## src/rtl/riscv_pkg.sv

```systemverilog
// Shared RV32 definitions: M-extension funct3 codes and the mul/div FSM state encoding.
package riscv_pkg;

  localparam int MULDIV_XLEN = 32;

  localparam logic [2:0] MULDIV_MUL    = 3'b000;
  localparam logic [2:0] MULDIV_MULH   = 3'b001;
  localparam logic [2:0] MULDIV_MULHSU = 3'b010;
  localparam logic [2:0] MULDIV_MULHU  = 3'b011;
  localparam logic [2:0] MULDIV_DIV    = 3'b100;
  localparam logic [2:0] MULDIV_DIVU   = 3'b101;
  localparam logic [2:0] MULDIV_REM    = 3'b110;
  localparam logic [2:0] MULDIV_REMU   = 3'b111;

  typedef enum logic [1:0] {
    MD_IDLE = 2'd0,
    MD_BUSY = 2'd1,
    MD_DONE = 2'd2
  } muldiv_state_e;

endpackage

```

## src/rtl/twos_negate.sv

```systemverilog
// Conditional two's-complement: passes data through, or negates it when neg_i is set.
module twos_negate #(
  parameter int N = 32
) (
  input  logic [N-1:0] data_i,
  input  logic         neg_i,
  output logic [N-1:0] data_o
);

  assign data_o = neg_i ? (~data_i + N'(1)) : data_i;

endmodule

```

## src/rtl/riscv_muldiv_unit.sv

```systemverilog
// Iterative RV32M multiply/divide: shift-add multiply and restoring divide on operand
// magnitudes, one bit per cycle, with sign correction applied to the final value.
module riscv_muldiv_unit
  import riscv_pkg::*;
#(
  parameter int XLEN = MULDIV_XLEN
) (
  input  logic            clk,
  input  logic            rst,
  input  logic            start,
  input  logic            flush,
  input  logic [2:0]      funct3,
  input  logic [XLEN-1:0] op_a,
  input  logic [XLEN-1:0] op_b,
  output logic            busy,
  output logic            done,
  output logic [XLEN-1:0] result
);

  localparam int CNT_W = $clog2(XLEN) + 1;

  muldiv_state_e     state_q, state_d;
  logic [2:0]        op_q;
  logic              neg_q;
  logic [CNT_W-1:0]  cnt_q;
  logic [XLEN-1:0]   hi_q, lo_q, opnd_q, hi_d, lo_d;
  logic [XLEN-1:0]   result_q, result_d;
  logic              busy_q, busy_d, done_q, done_d;

  logic              is_div, a_signed, b_signed, sign_a, sign_b;
  logic              div_zero, div_ovf, special, launch;
  logic [XLEN-1:0]   mag_a, mag_b, special_res, int_min, div_in, div_s;
  logic [2*XLEN-1:0] prod_s;
  logic [XLEN:0]     add_sum, shifted, trial;

  // Operand decode (only meaningful while IDLE)
  assign is_div   = funct3[2];
  assign a_signed = is_div ? ~funct3[0] : (funct3[1:0] != 2'b11);
  assign b_signed = is_div ? ~funct3[0] : ~funct3[1];
  assign sign_a   = a_signed & op_a[XLEN-1];
  assign sign_b   = b_signed & op_b[XLEN-1];
  assign int_min  = {1'b1, {(XLEN-1){1'b0}}};
  assign div_zero = is_div && (op_b == '0);
  assign div_ovf  = is_div && !funct3[0] && (op_a == int_min) && (op_b == '1);
  assign special  = div_zero || div_ovf;
  assign launch   = (state_q == MD_IDLE) && start && !flush;

  twos_negate #(.N(XLEN)) u_mag_a (.data_i(op_a), .neg_i(sign_a), .data_o(mag_a));
  twos_negate #(.N(XLEN)) u_mag_b (.data_i(op_b), .neg_i(sign_b), .data_o(mag_b));

  always_comb begin
    special_res = '1;
    if (div_zero)     special_res = funct3[1] ? op_a : '1;
    else if (div_ovf) special_res = funct3[1] ? '0 : op_a;
  end

  // FSM: state register
  always_ff @(posedge clk or posedge rst) begin
    if (rst) begin
      state_q <= MD_IDLE;
      busy_q  <= 1'b0;
      done_q  <= 1'b0;
    end else begin
      state_q <= state_d;
      busy_q  <= busy_d;
      done_q  <= done_d;
    end
  end

  // FSM: next state
  always_comb begin
    state_d = state_q;
    case (state_q)
      MD_IDLE: if (launch) state_d = special ? MD_DONE : MD_BUSY;
      MD_BUSY: begin
        if (flush)                            state_d = MD_IDLE;
        else if (cnt_q == CNT_W'(XLEN - 1))   state_d = MD_DONE;
      end
      default: state_d = MD_IDLE;
    endcase
  end

  // FSM: outputs, registered alongside the state
  always_comb begin
    busy_d = (state_d == MD_BUSY);
    done_d = (state_d == MD_DONE);
  end

  // One iteration: hi holds partial product / remainder, lo holds multiplier / quotient
  always_comb begin
    hi_d    = hi_q;
    lo_d    = lo_q;
    add_sum = {1'b0, hi_q} + (lo_q[0] ? {1'b0, opnd_q} : '0);
    shifted = {hi_q, lo_q[XLEN-1]};
    trial   = shifted - {1'b0, opnd_q};
    if (state_q == MD_BUSY) begin
      if (op_q[2]) begin
        if (!trial[XLEN]) begin
          hi_d = trial[XLEN-1:0];
          lo_d = {lo_q[XLEN-2:0], 1'b1};
        end else begin
          hi_d = shifted[XLEN-1:0];
          lo_d = {lo_q[XLEN-2:0], 1'b0};
        end
      end else begin
        hi_d = add_sum[XLEN:1];
        lo_d = {add_sum[0], lo_q[XLEN-1:1]};
      end
    end
  end

  // Sign correction sees the post-iteration values so the result lands on DONE entry
  assign div_in = op_q[1] ? hi_d : lo_d;
  twos_negate #(.N(2*XLEN)) u_neg_prod (.data_i({hi_d, lo_d}), .neg_i(neg_q), .data_o(prod_s));
  twos_negate #(.N(XLEN))   u_neg_div  (.data_i(div_in),       .neg_i(neg_q), .data_o(div_s));

  always_comb begin
    if (op_q[2])                  result_d = div_s;
    else if (op_q == MULDIV_MUL)  result_d = prod_s[XLEN-1:0];
    else                          result_d = prod_s[2*XLEN-1:XLEN];
  end

  always_ff @(posedge clk or posedge rst) begin
    if (rst) begin
      op_q     <= '0;
      neg_q    <= 1'b0;
      cnt_q    <= '0;
      hi_q     <= '0;
      lo_q     <= '0;
      opnd_q   <= '0;
      result_q <= '0;
    end else if (launch) begin
      op_q   <= funct3;
      neg_q  <= (is_div && funct3[1]) ? sign_a : (sign_a ^ sign_b);
      cnt_q  <= '0;
      hi_q   <= '0;
      lo_q   <= is_div ? mag_a : mag_b;
      opnd_q <= is_div ? mag_b : mag_a;
      if (special) result_q <= special_res;
    end else if (state_q == MD_BUSY) begin
      hi_q  <= hi_d;
      lo_q  <= lo_d;
      cnt_q <= cnt_q + CNT_W'(1);
      if (state_d == MD_DONE) result_q <= result_d;
    end
  end

  assign busy   = busy_q;
  assign done   = done_q;
  assign result = result_q;

endmodule

```

## config.mk

```make
export PLATFORM = sky130hd
export DESIGN_NAME = riscv_muldiv_unit
export DESIGN_NICKNAME = d
export VERILOG_FILES = /design/src/rtl/riscv_pkg.sv /design/src/rtl/twos_negate.sv /design/src/rtl/riscv_muldiv_unit.sv
export SDC_FILE = /design/constraint.sdc
export NUM_CORES = 1
export LEC_CHECK = 0
export ABC_AREA = 1
export BUFFER_PORTS_ARGS = -buffer_cell sky130_fd_sc_hd__buf_2
export CORE_MARGIN = 3
export CORE_UTILIZATION = 45
export CTS_BUF_LIST = sky130_fd_sc_hd__clkbuf_8
export CTS_CLUSTER_SIZE = 20
export DETAILED_ROUTE_END_ITERATION = 12
export PLACE_DENSITY = 0.7
export SLEW_MARGIN = 0
export SYNTH_ARGS = -nofsm -noshare
export SYNTH_HDL_FRONTEND = slang
export SYNTH_SLANG_ARGS = --single-unit
```

## constraint.sdc

```tcl
create_clock -name clk -period 9.9 [get_ports clk]
set_input_delay 1.98 -clock clk [delete_from_list [all_inputs] [get_ports clk]]
set_output_delay 1.98 -clock clk [all_outputs]
set_load 0.05 [all_outputs]
```

## Yosys cells after proc, flatten, opt, wreduce, memory -nomap -nowiden

Index checks and enable logic that the tools add are counted.
W data, S select, Z words.

| storage, ports and cells | value |
|---|---|
| logic and storage cells | 88 |
| register bits after elaboration | 142 |
| input bits | 71 |

| cells by class | value |
|---|---|
| eq/ne operators | 8 |
| $add $sub $neg | 7 |
| bitwise operators | 9 |
| reduce and logical (&&, ||, !) cells | 16 |
| muxes and demuxes | 38 |

Operators by type and width:

| operator | number |
|---|---|
| $mux W32 | 26 |
| $add A32 B1 Y32 const B | 3 |
| $not A32 Y32 | 3 |
| $add A64 B1 Y64 const B | 1 |
| $eq A32 B32 Y1 const B | 2 |
| $mux W64 | 1 |
| $not A64 Y64 | 1 |
| $add A32 B32 Y33 | 1 |
| $sub A33 B32 Y33 | 1 |
| $logic_not A32 Y1 | 1 |
| $mux W6 | 2 |
| $mux W2 | 4 |
| $logic_and A1 B1 Y1 | 7 |
| $add A6 B1 Y6 const B | 1 |
| $eq A6 B5 Y1 const B | 1 |
| $eq A2 B1 Y1 const B | 2 |
| $mux W1 | 4 |
| $ne A2 B2 Y1 const B | 2 |
| $pmux W2 S2 | 1 |
| $reduce_bool A2 Y1 | 2 |
| $logic_not A3 Y1 | 1 |
| $reduce_and A3 Y1 | 1 |
| $and A1 B1 Y1 | 2 |
| $eq A2 B2 Y1 const B | 1 |
| 5 further kinds | 7 |

## Logic depth before layout (Yosys ltp)

Gate-level depths: netlist (run 1).

| logic depth | value |
|---|---|
| depth after elaboration | 12 |
| mapped depth | 38 |

## Cells and area by module

From an unflattened synthesis (run 1), not the netlist that was laid out.

| second synthesis, totals | value |
|---|---|
| cells, all modules | 3804 |
| area total of the unflattened synthesis | 20663.6 µm² |

By module, submodules not included:

| module | sequential area each (µm²) | cells each | times used | area an instance (µm²) |
|---|---|---|---|---|
| riscv_muldiv_unit | 3553.4 | 2625 | 1 | 14871.8 |
| twos_negate (u_mag_a ...) | 0.0 | 227 | 3 | 1108.6 |
| twos_negate (u_neg_prod) | 0.0 | 498 | 1 | 2466.1 |

## Worst setup path after synthesis (run 1)

Ideal clock, no wire load.

| path | value |
|---|---|
| kind | input to register |
| start point | in op_b[1] |
| end point | reg result_q[26] (netlist: result[26]) |
| path buffers | 1 |
| stages on the path | 18 |
| library setup time | 121 ps |
| data arrival time | 4218 ps |
| slack | 5562 ps |
| cell sequence | inv_1 > ha_1 > nand4_1 > nor3_2 > nand3_1 > nor2_1 > nand3_1 > nor3_2 > nand2_1 > nor3_4 > nand3_2 > nand2_2 > inv_2 > nor2_4 > nor2_2 > clkbuf_1 > nor2_1 > a21oi_2 |

| on the way | value |
|---|---|
| word-level cells in the longest chain between the ends | 9 |
| elaborated cells between the ends (all ways) | 16 |
| classes of those cells | 3 x eq/ne; 7 x mux; 6 x reduce/logical |

Ends and longest elaborated chain:

| what | line | RTL |
|---|---|---|
| start: declaration | riscv_muldiv_unit.sv:14 | `input logic [XLEN-1:0] op_b,` |
| $eq A32 B32 Y1 or $logic_not A32 Y1 (tied branches) | riscv_muldiv_unit.sv:44, riscv_muldiv_unit.sv:43 |  |
| $logic_and A1 B1 Y1 (on tied branches) | riscv_muldiv_unit.sv:44, riscv_muldiv_unit.sv:43 |  |
| $logic_or A1 B1 Y1 | riscv_muldiv_unit.sv:45 | `assign special = div_zero \|\| div_ovf;` |
| $mux W2 (2 in series) | riscv_muldiv_unit.sv:74 | `MD_IDLE: if (launch) state_d = special ? MD_DONE : MD_BUSY;` |
| $pmux W2 S2 | riscv_muldiv_unit.sv:73 | `case (state_q)` |
| $eq A2 B2 Y1 | riscv_muldiv_unit.sv:144 | `if (state_d == MD_DONE) result_q <= result_d;` |
| $reduce_bool A2 Y1 (no source line) | - |  |
| $reduce_and A3 Y1 (no source line) | - |  |
| end signal: assignment | riscv_muldiv_unit.sv:139 | `if (special) result_q <= special_res;` |
| end signal: assignment | riscv_muldiv_unit.sv:144 |  |
| end: declaration | riscv_muldiv_unit.sv:27 | `logic [XLEN-1:0] result_q, result_d;` |

Parallel ways exist; a longest one is shown, timed or not. The select of a mux whose other input is x is not followed.
A chain may end at the register's enable or synchronous reset.

## Worst setup path after layout (run 1)

| path | value |
|---|---|
| start point | reg lo_q[31] |
| end point | reg result_q[26] (netlist: result[26]) |

| on the way | value |
|---|---|
| word-level cells in the longest chain between the ends | 12 |
| elaborated cells between the ends (all ways) | 19 |
| classes of those cells | 3 x add/sub; 14 x mux; 2 x bitwise |

Ends and longest elaborated chain:

| what | line | RTL |
|---|---|---|
| start: declaration | riscv_muldiv_unit.sv:26 | `logic [XLEN-1:0] hi_q, lo_q, opnd_q, hi_d, lo_d;` |
| start signal: assignment | riscv_muldiv_unit.sv:137 | `lo_q <= is_div ? mag_a : mag_b;` |
| start signal: assignment | riscv_muldiv_unit.sv:142 | `lo_q <= lo_d;` |
| $sub A33 B32 Y33 | riscv_muldiv_unit.sv:95 | `trial = shifted - {1'b0, opnd_q};` |
| $mux W1 or $mux W32 (tied branches) | riscv_muldiv_unit.sv:98 | `if (!trial[XLEN]) begin` |
| $mux W32 | riscv_muldiv_unit.sv:97 | `if (op_q[2]) begin` |
| $mux W32 | riscv_muldiv_unit.sv:96 | `if (state_q == MD_BUSY) begin` |
| $not A64 Y64 or $mux W32 (tied branches) | twos_negate.sv:10, riscv_muldiv_unit.sv:113 |  |
| $add A64 B1 Y64 or $not A32 Y32 (tied branches) | twos_negate.sv:10 | `assign data_o = neg_i ? (~data_i + N'(1)) : data_i;` |
| $mux W64 or $add A32 B1 Y32 (tied branches) | twos_negate.sv:10 |  |
| $mux W32 (on tied branches) | riscv_muldiv_unit.sv:119, twos_negate.sv:10 |  |
| $mux W32 (*) | riscv_muldiv_unit.sv:118 | `if (op_q[2]) result_d = div_s;` |
| $mux W32 (*) | riscv_muldiv_unit.sv:144 |  |
| $mux W32 (*) | riscv_muldiv_unit.sv:140 | `end else if (state_q == MD_BUSY) begin` |
| $mux W32 (*) | riscv_muldiv_unit.sv:132 | `end else if (launch) begin` |

Every way passes the cells marked *; elsewhere a longest branch is shown, timed or not. The select of a mux whose other input is x is not followed.

==> results of run 1 <==
[power by group through the flow]
stage	Combinational (mW)	Clock, mW	Sequential (mW)
after global routing	4.70	0.543	0.958
after CTS	4.16	0.516	0.948
after detailed placement	4.14	0	0.959
final	4.29	0.518	0.957
after global placement	4.15	0	0.959
after floorplan	2.99	0	0.834
[layout by cell type, fill, tap and decap left out, drive strengths merged, types with 3 or more instances in the layout]
master    count
a21o          3
xor2         75
o21bai       14
nor4          8
inv         405
o21a          8
clkinvlp      3
clkbuf       17
o211ai       38
buf         130
a22oi        10
or2          20
nor3         50
a31oi         7
clkinv       11
xnor2        24
nand3       272
nand3b       20
nand2      1006
ha           70
a21oi       194
dfrtp       142
nor2        345
o22ai        19
o221ai       14
o21ai       244
nand4        45
[final timing paths]
check	start	slack, ns	cells past startpoint	to
min reg2reg	result[3]$_DFFE_PP0P_	0.49	2	result[3]$_DFFE_PP0P_
max	lo_q[31]$_DFFE_PP0P_	4.58	35	result[26]$_DFFE_PP0P_
max in group asynchronous	rst	6.93	3	neg_q$_DFFE_PP0P_
max reg2reg	lo_q[31]$_DFFE_PP0P_	4.58	35	result[26]$_DFFE_PP0P_
min in group asynchronous	rst	1.59	2	op_q[2]$_DFFE_PP0P_
min	result[3]$_DFFE_PP0P_	0.49	2	result[3]$_DFFE_PP0P_
[through the flow]
step	utilization [%]	power, mW
floorplan	-	3.82
global placement	48.0	5.11
CTS	49.0	5.62
finish	49.0	5.76
detailed placement	48.0	5.09
global route	49.0	6.21
[registers in the layout, summed over array words and instances, names as in the netlist]
| name | count |
|---|---|
| opnd_q | 32 |
| busy | 1 |
| hi_q | 32 |
| result | 32 |
| lo_q | 32 |
| neg_q | 1 |
| done | 1 |
| cnt_q | 6 |
| state_q | 2 |
| op_q | 3 |
[area by class of cell]
type / instances / area [µm²]
clock inverter: 15 / 183
timing repair buffer: 130 / 716
tap: 525 / 657
clock buffer: 17 / 234
sequential: 142 / 3560
inverter: 406 / 1540
fill: 4424 / 20400
multi-input combinational: 2499 / 12800
[worst register-to-register path: cells and delay by family, from the launching register on]
family,cells,cell delay [ns]
and+or+nand+nor,25,2.94
adders and majority gates,3,0.80
buffers and inverters,4,0.61
AOI/OAI and AO/OA,3,0.52
DFF,1,0.37
[logic make-up after synthesis]
| kind of cell | count (synthesis) | share of synthesized area, % |
|---|---|---|
| xor gates and xnor gates | 99 | 4.70 |
| buffers and inverters | 527 | 11.5 |
| AOI/OAI and AO/OA | 560 | 17.5 |
| adders and majority gates | 72 | 4.96 |
| DFF | 142 | 19.3 |
| and+or+nand+nor | 1768 | 42.0 |
[per-layer routing]
layer | vias to the layer above | part of all wire, %
met2 | 1173 | 43
li1 | 10300 | -
met5 | - | 0.010
met3 | 228 | 9.5
met4 | 2 | 6.8
met1 | 9705 | 40
==> impl_metrics.tcl, run 1 <==
set metrics [dict create \
    status "completed" \
    n_antenna_cell 0 \
    syn_nets 3311 \
    met1_usage_pct 46.4 \
    skew_ns 0.0261 \
    gp_congestion 1.08 \
    grt_overflow 0 \
    h-tree-depth 4 \
    async_reset_ff_share_pct 100 \
    layout-drive-gt1-share_pct 10.8 \
    num_vias 21400 \
    synth_top_area_share_pct 19.3 \
    vias_per_cell 5.74 \
    grt_max_degree 109 \
    pwr-share-seq_pct 16.6 \
    dp_hpwl_mm 63.2 \
    cpMostUsedCell "nand2_1" \
    clockRootBuffer "clkbuf_8" \
    grt_use_met3_pct 6.18 \
    first_pass_iters 8 \
    setup_tns_ns 0 \
    pin_count 105 \
    tightest_slew_ns 1.13 \
    dp_cells 3702 \
    crit_family "simple AND/OR/NAND/NOR gates" \
    clkSinkCount 142 \
    combPwrFrac_pct 74.4 \
    core_area_um2 40100 \
    synth.avg_cell_area_um2 5.83 \
    slowest_delay_ns 0.43 \
    synthToLayoutAreaGrowth_pct 6.53 \
    finalHoldViolCount 0 \
    maxCapViolations 0 \
    leakage_nw 10.2 \
    netlist_top_cells_area "nand2_1 (19%), dfrtp_1 (19%), inv_1 (7.9%), nand3_1 (6.8%), nor2_1 (6.4%)" \
    finalInstanceArea_um2 19700 \
    insertion_delay_ns 0.52 \
    cts-resized-gates 0 \
    grtUsageMet2_pct 54.7 \
    wl_per_cell_um 21.0 \
    cp.arrival_ns 5.77 \
    sw_frac_of_total_pct 61.5 \
    die_area_um2 43500 \
    ys.warnings.count 0 \
    whs_ns 0.489 \
    fin_nets 3339 \
    fp.dieH_um 209 \
    yosysTopAreaCell "nand2_1" \
    final_cells 3734 \
    cp_num_buf_inv 4 \
    fin_crit_ns 5.32 \
    wl_mm 78.5 \
    p_int_mw 2.22 \
    syn_inst 3168 \
    cts_tree "yes" \
    row_count 73 \
    hold_class "reg -> reg" \
    critPathLaunchType "flop" \
    grtUsageTotal_pct 35.2 \
    numCtsBuffers 17 \
    antenna_found_initial 1 \
    final-max-slew-violation-count 0 \
    drt_iter0_markers 2752 \
    p_switching_mw 3.55 \
    clk_pin_slew_ns 0.10 \
    maxSlewHeadroom_pct 24.4 \
    initial_utilization_pct 46.0 \
    setup_viol 0 \
    drc 0 \
    crit_required_ns 10.34 \
    post-cts-setup-buffer-count 0 \
    ys_ff_latch 142 \
    place_area_um2 19200 \
    end_kind "flop" \
    synthTopCellsByCount "nand2_1 (947), inv_1 (390), nor2_1 (316)" \
    rsz0062_at_grt "false" \
    cts_buffer_depth 2 \
    place_ws_ns 4.43 \
    ir_drop_v 0.000139 \
    ant_nets 0 \
    crit_fanout 29 \
    max_freq_mhz 188 \
    setup_slack_ns 4.58 \
    slowest_stage "fa_1" \
    postCtsHoldBufs 0 \
    netlist_area_um2 18500 \
    synth-edff-count 0 \
    yosysUniqueCellTypes 59 \
    synth-main-ff-cell "dfrtp_1" \
    ys_seq_area_share_pct 19.3 \
    busiest_layer "met2" \
    path_class "reg -> reg" \
    chipWidth_um 209 \
    grt_pass1_vias 19600 \
    pwr_density_cell_nw_per_um2 293 \
    portBuffers 104 \
    fin_crit_sh_pct 53.8 \
    synth.most_common_cell "nand2_1" \
    grt_pass1_wl_mm 118 \
    p_clk_share_pct 9.0 \
]
Note: power is estimated with default switching activity, not from simulation.
==> inputs of run 2 (changes only) <==
--- a/config.mk
+++ b/config.mk
@@ -12,7 +12,7 @@
 export CTS_BUF_LIST = sky130_fd_sc_hd__clkbuf_8
 export CTS_CLUSTER_SIZE = 20
 export DETAILED_ROUTE_END_ITERATION = 12
-export PLACE_DENSITY = 0.7
+export PLACE_DENSITY = 0.72
 export SLEW_MARGIN = 0
 export SYNTH_ARGS = -nofsm -noshare
 export SYNTH_HDL_FRONTEND = slang
==> constraint.sdc (replaced) <==
create_clock -name clk -period 4.55 [get_ports clk]
set_input_delay 0.91 -clock clk [delete_from_list [all_inputs] [get_ports clk]]
set_output_delay 0.91 -clock clk [all_outputs]
set_load 0.05 [all_outputs]
==> impl_metrics.tcl, run 2 (synthesis results as in run 1) <==
set metrics [dict create \
    status "completed" \
    ant_nets 0 \
    clkSinkCount 142 \
    maxSlewHeadroom_pct 27.0 \
    cpMostUsedCell "nand2_2" \
    power.total_mw 13.1 \
    finalInstanceArea_um2 20400 \
    setup_slack_ns 0.287 \
    critPathLaunchType "flop" \
    core_area_um2 40100 \
    pin_count 105 \
    crit_required_ns 4.98 \
    hold_class "reg -> reg" \
    crit_fanout 5 \
    n_antenna_cell 0 \
    layout_commonest_cell "nand2_1" \
    antenna_found_initial 0 \
    r2r_start "opnd_q[18]$_DFFE_PP0P_" \
    numCtsBuffers 17 \
    clockRootBuffer "clkbuf_8" \
    place_area_um2 19900 \
    synthToLayoutAreaGrowth_pct 10.7 \
    slowest_stage "dfrtp_1" \
    cts_buffer_depth 2 \
    grt_pass1_wl_mm 124 \
    fp.dieH_um 209 \
    skew_ns 0.0243 \
    die_area_um2 43500 \
    chipWidth_um 209 \
    insertion_delay_ns 0.50 \
    cp.arrival_ns 4.69 \
    initial_utilization_pct 46.0 \
    cp-startpoint "opnd_q[18]$_DFFE_PP0P_" \
    wl_per_cell_um 21.7 \
    grt_overflow 0 \
    wl_mm 82.8 \
    end_kind "flop" \
    fin_nets 3425 \
    h-tree-depth 4 \
    clk_pin_slew_ns 0.11 \
    final_cells 3820 \
    maxCapViolations 0 \
    setup_viol 0 \
    layout-drive-gt1-share_pct 13.9 \
    finalHoldViolCount 0 \
    num_vias 22600 \
    min_from "result[0]$_DFFE_PP0P_" \
    fin_crit_ns 4.26 \
    leakage_nw 10.6 \
    grtUsageTotal_pct 36.8 \
    gp_congestion 1.09 \
    place_ws_ns 0.247 \
    dp_cells 3779 \
    tightest_slew_ns 1.09 \
    vias_per_cell 5.90 \
    slowest_delay_ns 0.45 \
    row_count 73 \
    layout_common_cells "nand2_1 (943), inv_1 (385), nor2_1 (313)" \
    portBuffers 104 \
    first_pass_iters 8 \
    ir_drop_v 0.000338 \
    grt_pass1_vias 20600 \
    pwr_density_cell_nw_per_um2 641 \
    fin_crit_sh_pct 93.7 \
    drt_iter0_markers 3121 \
    max_freq_mhz 235 \
    final-max-slew-violation-count 0 \
    grt_max_degree 104 \
    path_class "reg -> reg" \
    whs_ns 0.486 \
    dp_hpwl_mm 66.1 \
    cts_tree "yes" \
    drc 0 \
]
[run 2: changes by cell type in the layout (fill, tap and decap cells not counted), moves of 4 or more]
cell | previous run | this run
buf_4 | 26 | 108
nand2_1 | 947 | 943
ha_1 | 70 | 62
nand2_4 | 3 | 7
ha_2 | 0 | 5
[run 2: worst max-delay path, delay by kind of cell, from the launching register on]
family | cells | cell delay [ns]
compound gates | 2 | 0.33
buf+inv | 2 | 0.13
fa+ha+maj | 2 | 0.56
xor+xnor | 1 | 0.14
flops | 1 | 0.45
simple gates | 23 | 2.56
[run 2: cell type report]
cell class	count	area, µm²
Clock inverter	15	128
Sequential cell	142	3560
Inverter	406	1540
Multi-Input combinational cell	2499	12900
Fill cell	4272	19700
Tap cell	525	657
Timing Repair Buffer	216	1400
Clock buffer	17	234
[run 2: final timing paths]
check                                          to  slack (ns)  cells after the start
hold reg to reg             result[0]$_DFFE_PP0P_        0.49                      2
hold / removal              result[0]$_DFFE_PP0P_        0.49                      2
setup / recovery           result[14]$_DFFE_PP0P_        0.29                     30
max in group asynchronous    cnt_q[0]$_DFFE_PP0P_        2.91                      3
setup reg to reg           result[14]$_DFFE_PP0P_        0.29                     30
min in group asynchronous    lo_q[26]$_DFFE_PP0P_        0.56                      2
[run 2: metrics by stage]
step	utilization, %	setup TNS (ns)
finish	51.0	0
global route	51.0	-0.0573
CTS	50.4	0
detailed placement	49.5	0
global placement	49.5	0
floorplan	-	0
[run 2: metal layers]
metal | part of all wire [%] | global-route usage (%) | vias up
met4 | 7.2 | 20.8 | 0
met5 | 0 | 0 | -
li1 | - | - | 10500
met2 | 42 | 56.2 | 1473
met3 | 11 | 7.06 | 305
met1 | 39 | 48.8 | 10300
[run 2: power by group]
| group | switching [mW] | internal (mW) |
|---|---|---|
| registers | 0.426 | 1.59 |
| logic | 6.88 | 3.19 |
| clock network | 0.629 | 0.394 |
| total | 7.93 | 5.17 |
[run 2: repair_timing]
item	in CTS	in global routing
setup endpoints to repair	0	26
resized for setup	0	35
hold buffers	0	0
setup buffers	0	9
